==> src/rtl/pc_unit.sv <==
// Program counter with branch/jump/jr/jal/ret next-PC selection and an optional return-address stack.
// Define PC_UNIT_RAS_EN to build the RAS; without it jal acts as jump (link_out still loads) and ret acts as jr.
module pc_unit #(
  parameter int          ADDR_W    = 32,
  parameter int          IMM_W     = 16,
  parameter logic [31:0] RESET_VEC = 32'h0000_0000,
  parameter int          RAS_DEPTH = 4
) (
  input  logic              clk,
  input  logic              rst,
  input  logic              stall,
  input  logic [2:0]        pc_sel,
  input  logic              branch_taken,
  input  logic [IMM_W-1:0]  imm,
  input  logic [25:0]       jtarget,
  input  logic [ADDR_W-1:0] reg_target,
  output logic [ADDR_W-1:0] pc_out,
  output logic [ADDR_W-1:0] pc_plus4,
  output logic [ADDR_W-1:0] link_out,
  output logic              addr_err,
  output logic              ras_empty,
  output logic              ras_full
);

  typedef enum logic [2:0] {
    SEL_SEQ    = 3'b000,
    SEL_BRANCH = 3'b001,
    SEL_JUMP   = 3'b010,
    SEL_JR     = 3'b011,
    SEL_JAL    = 3'b100,
    SEL_RET    = 3'b101
  } pc_sel_e;

  logic [ADDR_W-1:0] pc_r;
  logic [ADDR_W-1:0] link_r;
  logic              addr_err_r;

  logic [ADDR_W-1:0] pc_plus4_s;
  logic [ADDR_W-1:0] br_off_s;
  logic [ADDR_W-1:0] jump_tgt_s;
  logic [ADDR_W-1:0] jr_tgt_s;
  logic              jr_misalign_s;
  logic [ADDR_W-1:0] pc_next_s;
  logic              err_next_s;
  logic              link_load_s;
  logic              ras_valid_s;
  logic [ADDR_W-1:0] ras_top_s;

  assign pc_plus4_s    = pc_r + ADDR_W'(32'd4);
  assign br_off_s      = ADDR_W'($signed(imm)) << 2;
  assign jr_tgt_s      = {reg_target[ADDR_W-1:2], 2'b00};
  assign jr_misalign_s = (reg_target[1:0] != 2'b00);

  // Jump target keeps the pc_plus4 region bits above bit 27 (none when ADDR_W is 28)
  always_comb begin
    jump_tgt_s       = pc_plus4_s;
    jump_tgt_s[27:0] = {jtarget, 2'b00};
  end

  // Next-PC, address-error and link-load decode for the current pc_sel
  always_comb begin
    pc_next_s   = pc_plus4_s;
    err_next_s  = 1'b0;
    link_load_s = 1'b0;
    case (pc_sel_e'(pc_sel))
      SEL_SEQ: begin
        pc_next_s = pc_plus4_s;
      end
      SEL_BRANCH: begin
        if (branch_taken) begin
          pc_next_s = pc_plus4_s + br_off_s;
        end else begin
          pc_next_s = pc_plus4_s;
        end
      end
      SEL_JUMP: begin
        pc_next_s = jump_tgt_s;
      end
      SEL_JR: begin
        pc_next_s  = jr_tgt_s;
        err_next_s = jr_misalign_s;
      end
      SEL_JAL: begin
        pc_next_s   = jump_tgt_s;
        link_load_s = 1'b1;
      end
      SEL_RET: begin
        // An empty stack falls back to the register target, exactly like jr
        if (ras_valid_s) begin
          pc_next_s = ras_top_s;
        end else begin
          pc_next_s  = jr_tgt_s;
          err_next_s = jr_misalign_s;
        end
      end
      default: begin
        pc_next_s = pc_plus4_s;
      end
    endcase
  end

  // PC, link and address-error registers; stall holds state and suppresses addr_err
  always_ff @(posedge clk) begin
    if (rst) begin
      pc_r       <= RESET_VEC[ADDR_W-1:0];
      link_r     <= {ADDR_W{1'b0}};
      addr_err_r <= 1'b0;
    end else if (stall) begin
      addr_err_r <= 1'b0;
    end else begin
      pc_r       <= pc_next_s;
      addr_err_r <= err_next_s;
      if (link_load_s) begin
        link_r <= pc_plus4_s;
      end
    end
  end

`ifdef PC_UNIT_RAS_EN
  localparam int PTR_W = $clog2(RAS_DEPTH);

  logic [ADDR_W-1:0] ras_mem_r [RAS_DEPTH];
  logic [PTR_W-1:0]  ras_sp_r;
  logic [PTR_W:0]    ras_cnt_r;
  logic              ras_empty_r;
  logic              ras_full_r;
  logic [PTR_W:0]    ras_cnt_next_s;
  logic [PTR_W-1:0]  ras_top_idx_s;
  logic              push_s;
  logic              pop_s;

  assign push_s        = ~stall & (pc_sel == SEL_JAL);
  assign pop_s         = ~stall & (pc_sel == SEL_RET) & ~ras_empty_r;
  assign ras_top_idx_s = ras_sp_r - PTR_W'(1);
  assign ras_top_s     = ras_mem_r[ras_top_idx_s];
  assign ras_valid_s   = ~ras_empty_r;

  // Entry count saturates at RAS_DEPTH: a push when full overwrites the oldest slot
  always_comb begin
    ras_cnt_next_s = ras_cnt_r;
    if (push_s) begin
      if (ras_cnt_r == (PTR_W + 1)'(RAS_DEPTH)) begin
        ras_cnt_next_s = ras_cnt_r;
      end else begin
        ras_cnt_next_s = ras_cnt_r + (PTR_W + 1)'(1);
      end
    end else if (pop_s) begin
      ras_cnt_next_s = ras_cnt_r - (PTR_W + 1)'(1);
    end else begin
      ras_cnt_next_s = ras_cnt_r;
    end
  end

  // Stack pointer, count and registered status flags
  always_ff @(posedge clk) begin
    if (rst) begin
      ras_sp_r    <= {PTR_W{1'b0}};
      ras_cnt_r   <= {(PTR_W + 1){1'b0}};
      ras_empty_r <= 1'b1;
      ras_full_r  <= 1'b0;
    end else begin
      if (push_s) begin
        ras_sp_r <= ras_sp_r + PTR_W'(1);
      end else if (pop_s) begin
        ras_sp_r <= ras_top_idx_s;
      end
      ras_cnt_r   <= ras_cnt_next_s;
      ras_empty_r <= (ras_cnt_next_s == (PTR_W + 1)'(0));
      ras_full_r  <= (ras_cnt_next_s == (PTR_W + 1)'(RAS_DEPTH));
    end
  end

  // Stack storage; contents are invalidated through the count, so no reset is needed
  always_ff @(posedge clk) begin
    if (!rst && push_s) begin
      ras_mem_r[ras_sp_r] <= pc_plus4_s;
    end
  end

  assign ras_empty = ras_empty_r;
  assign ras_full  = ras_full_r;
`else
  assign ras_valid_s = 1'b0;
  assign ras_top_s   = {ADDR_W{1'b0}};
  assign ras_empty   = 1'b1;
  assign ras_full    = 1'b0;
`endif

  assign pc_out   = pc_r;
  assign pc_plus4 = pc_plus4_s;
  assign link_out = link_r;
  assign addr_err = addr_err_r;

endmodule
==> config.mk <==
export PLATFORM = sky130hd
export DESIGN_NAME = pc_unit
export DESIGN_NICKNAME = d
export VERILOG_FILES = /design/src/rtl/pc_unit.sv
export SDC_FILE = /design/constraint.sdc
export NUM_CORES = 1
export LEC_CHECK = 0
export ABC_CLOCK_PERIOD_IN_PS = 5900
export CAP_MARGIN = 15
export CORE_AREA = 4 4 123 125
export DETAILED_ROUTE_END_ITERATION = 8
export DIE_AREA = 0 0 127 129
export GPL_TIMING_DRIVEN = 0
export HOLD_SLACK_MARGIN = 0.02
export PLACE_DENSITY_LB_ADDON = 0.1
export SLEW_MARGIN = 15
export SYNTH_ARGS = -nofsm -noshare
export SYNTH_HDL_FRONTEND = slang
export SYNTH_SLANG_ARGS = --single-unit
==> constraint.sdc <==
create_clock -name clk -period 5.9 [get_ports clk]
set_input_delay 0.59 -clock clk [delete_from_list [all_inputs] [get_ports clk]]
set_output_delay 0.59 -clock clk [all_outputs]
set_load 0.01 [all_outputs]
==> flow_metrics.py <==
metrics = {
    "sta": {
        "fmax_ghz": 0.204,
        "setup_ws_ns": 1.00,
        "setup_viol_count_final": 0,
        "final.period_utilization": 0.830,
        "rsz0062_at_grt": "no",
        "drv_slew": 0,
        "min_period_ns": 4.90,
        "slew_headroom": 0.303,
        "finalSetupTns_ns": 0,
        "worst_pin_slew_ns": 1.04,
        "hold_violations": 0,
        "fin_skew_ns": 0.00888,
    },
    "routing": {
        "vias_per_cell": 5.58,
        "met2RoutedLength_um": 10200,
        "drc": 0,
        "vias": 5961,
        "top_layer_used": "met4",
        "wl_met1_um": 9200,
        "dr.pass1.iters": 5,
        "post_drt_wl_per_cell_um": 20.1,
        "drtAntennaViolNets": 0,
        "drt_iter0_drc": 487,
        "wl_met3_um": 1560,
        "totalWireLength_um": 21500,
    },
    "synth": {
        "synthXorXnorAreaFrac": 0.0852,
        "synth.area.mux_share": 0.0859,
        "synth-edff-count": 0,
        "synthTopCellsByCount": "86 x nor2_1, 67 x a21oi_1, 61 x dfxtp_1, 61 x o21ai_0, 57 x nand2_1",
        "synth_seq_area_share": 0.233,
        "yosys-top-cells-area": "dfxtp_1 23%, mux2i_1 8.6%, ha_1 8.1%, a21oi_1 6.4%, nor2_1 6.2%",
        "synth-async-reset-ratio": 0,
        "netlist_area_um2": 5240,
        "yosysTopAreaCell": "dfxtp_1",
        "synthFlopType": "dfxtp_1",
        "synth_cell_types": 62,
        "yosys.area.top_type_share": 0.233,
        "ys_warn_count": 0,
        "yosys.area_share.simple": 0.201,
        "syn_area_per_cell_um2": 7.50,
        "synthCells": 699,
        "synthAdderAreaFrac": 0.0849,
        "synth-compound-area-share": 0.251,
        "synth_top_family_by_area": "compound AO/OA/AOI/OAI gates",
        "ys_ff_latch": 61,
        "synth.most_common_cell": "nor2_1",
    },
    "floorplanning": {
        "die_area_um2": 16400,
        "core_area_um2": 13900,
        "start_util": 0.378,
        "rows": 43,
        "io_pins": 180,
        "die_w_um": 127,
        "dieHeight_um": 129,
    },
    "clocking": {
        "cts_buffers": 9,
        "clockBufferDepth": 2,
        "post_cts.repair.setup_buffers": 0,
        "htree_levels": 3,
        "cts_tree": "built",
        "clkSlewWorstSetupHoldPaths_ns": 0.06,
        "cts-root-buf": "clkbuf_16",
        "ctsResizeCount": 0,
        "ctsHoldBuffers": 0,
        "cts.sinks": 61,
        "insertion_delay_ns": 0.35,
    },
    "global_route": {
        "grt_overflow_total": 0,
        "grt_pass1_vias": 5803,
        "grt_util_all_layers": 0.258,
        "antenna_found_initial": 0,
        "grt_pass1_wl_um": 32600,
        "grt_max_degree": 17,
    },
    "placement": {
        "dp_slack_ns": 1.09,
        "hpwlAfterDp_um": 16800,
        "place_congestion": 0.866,
        "portBuffers": 168,
    },
    "finish": {
        "seq_area_um2": 1220,
        "antenna_cells": 0,
        "drive_above_1_share": 0.0472,
        "multi_input_area_um2": 3740,
        "area_growth_pct": 42.4,
        "nFillCells": 1376,
        "nNetsFinal": 1000,
    },
    "setup_path": {
        "max_stage_delay_ns": 0.65,
        "end_kind": "flop",
        "worst_path_max_delay_cell": "nor4_2",
        "crit_path_max_fanout": 9,
        "critical_path.cell_chain": "ha_1 -> nand3_1 -> nor4_2 -> nand2b_1 -> xnor2_1 -> inv_1 -> ha_1 -> clkbuf_1 -> nand2_1 -> nor2_1 -> nand3_1 -> o31ai_1 -> a221oi_1 -> xnor2_1 -> nor4_1 -> a221o_1",
        "start_kind": "flop",
        "required_ns": 6.14,
        "cp.arrival_ns": 5.14,
        "timing.reg2reg.setup_slack_ns": 1.00,
        "crit_type": "flop to flop",
    },
    "run": {
        "cap_violations": 0,
    },
    "power": {
        "leakagePower_nw": 2.94,
        "power-per-cell-area_nw_per_um2": 211,
        "ir_drop_v": 0.000118,
    },
    "run_status": {
        "outcome": "complete, no violations",
    },
    "hold_path": {
        "hp-class": "flop to flop",
    },
}
-- area by class of cell --
cell class              instances  share of cell area
plain buffers                  45              0.0275
inverters                      26              0.0131
flip-flops and latches         61               0.164
clock inverters                 6             0.00855
clock buffers                  10              0.0307
multi-input cells             573               0.501
well taps                     180              0.0302
repair buffers                168               0.225
-- cells in the final DEF (no fill, tap or decap), types with 8 or more instances in the layout --
cell type	synthesis	final
a211oi_1	18	18
a21o_1	10	10
a21oi_1	67	67
a221oi_1	10	10
a31oi_1	11	11
buf_4	8	8
clkbuf_1	30	31
clkbuf_16	0	9
clkdlybuf4s50_1	0	168
conb_1	2	8
dfxtp_1	61	61
ha_1	34	34
inv_1	26	26
mux2i_1	45	45
nand2_1	57	57
nand2b_1	9	9
nand3_1	17	17
nor2_1	86	86
nor3_1	12	12
o21ai_0	61	61
xnor2_1	34	34
xor2_1	17	17
-- cell families (layout without fill, tap and decap cells) --
group / Yosys count / in the layout
other: 2 / 8
flip-flops: 61 / 61
XOR/XNOR: 51 / 51
adder cells (fa/ha/maj): 35 / 35
AND/OR/NAND/NOR: 222 / 222
multiplexers: 45 / 45
AO/OA/AOI/OAI: 212 / 212
buffers and inverters: 71 / 255
-- where the power goes --
group          leakage (nW)  switching (mW)  internal (mW)  total, mW
Combinational          2.31           0.310          0.257      0.567
Sequential            0.499          0.0299          0.434      0.464
Clock                 0.138           0.217          0.326      0.544
Total                  2.94           0.557           1.02       1.57
-- flip-flops by register name, summed over array words and instances, names as in the netlist --
signal / flops
link_out: 30
pc_out: 30
addr_err: 1
-- per-stage QoR --
step                      instances  area (um^2)  hold slack [ns]  power (mW)  utilization
after detailed placement       1053         7170            0.484        1.03        0.517
final                          1069         7470            0.493        1.57        0.538
after floorplan                 705         5270            0.520       0.786            -
after global routing           1069         7470            0.522        1.66        0.538
after global placement         1053         7170            0.474        1.03        0.517
after CTS                      1069         7470            0.497        1.57        0.538
-- final timing paths --
check                             startpoint            to  cells after the start
worst max-delay path               pc_out[2]    pc_out[31]                     16
worst min-delay path            link_out[16]  link_out[16]                      2
worst max register to register     pc_out[2]    pc_out[31]                     16
worst min register to register  link_out[16]  link_out[16]                      2
-- critical path, delay by kind of cell, from the launching register on --
kind | cells | cell delay [ns]
AOI/OAI and AO/OA | 3 | 1.03
xor gates and xnor gates | 2 | 0.68
adders and majority gates | 2 | 0.59
buffers and inverters | 2 | 0.52
DFF | 1 | 0.48
and+or+nand+nor | 7 | 1.48
-- layer usage --
metal	vias to the layer above	GRT usage
li1	2872	-
met1	2811	0.328
met2	251	0.438
met3	27	0.0606
met4	0	0.0738
met5	-	0
Note: power is estimated with default switching activity, not from simulation.
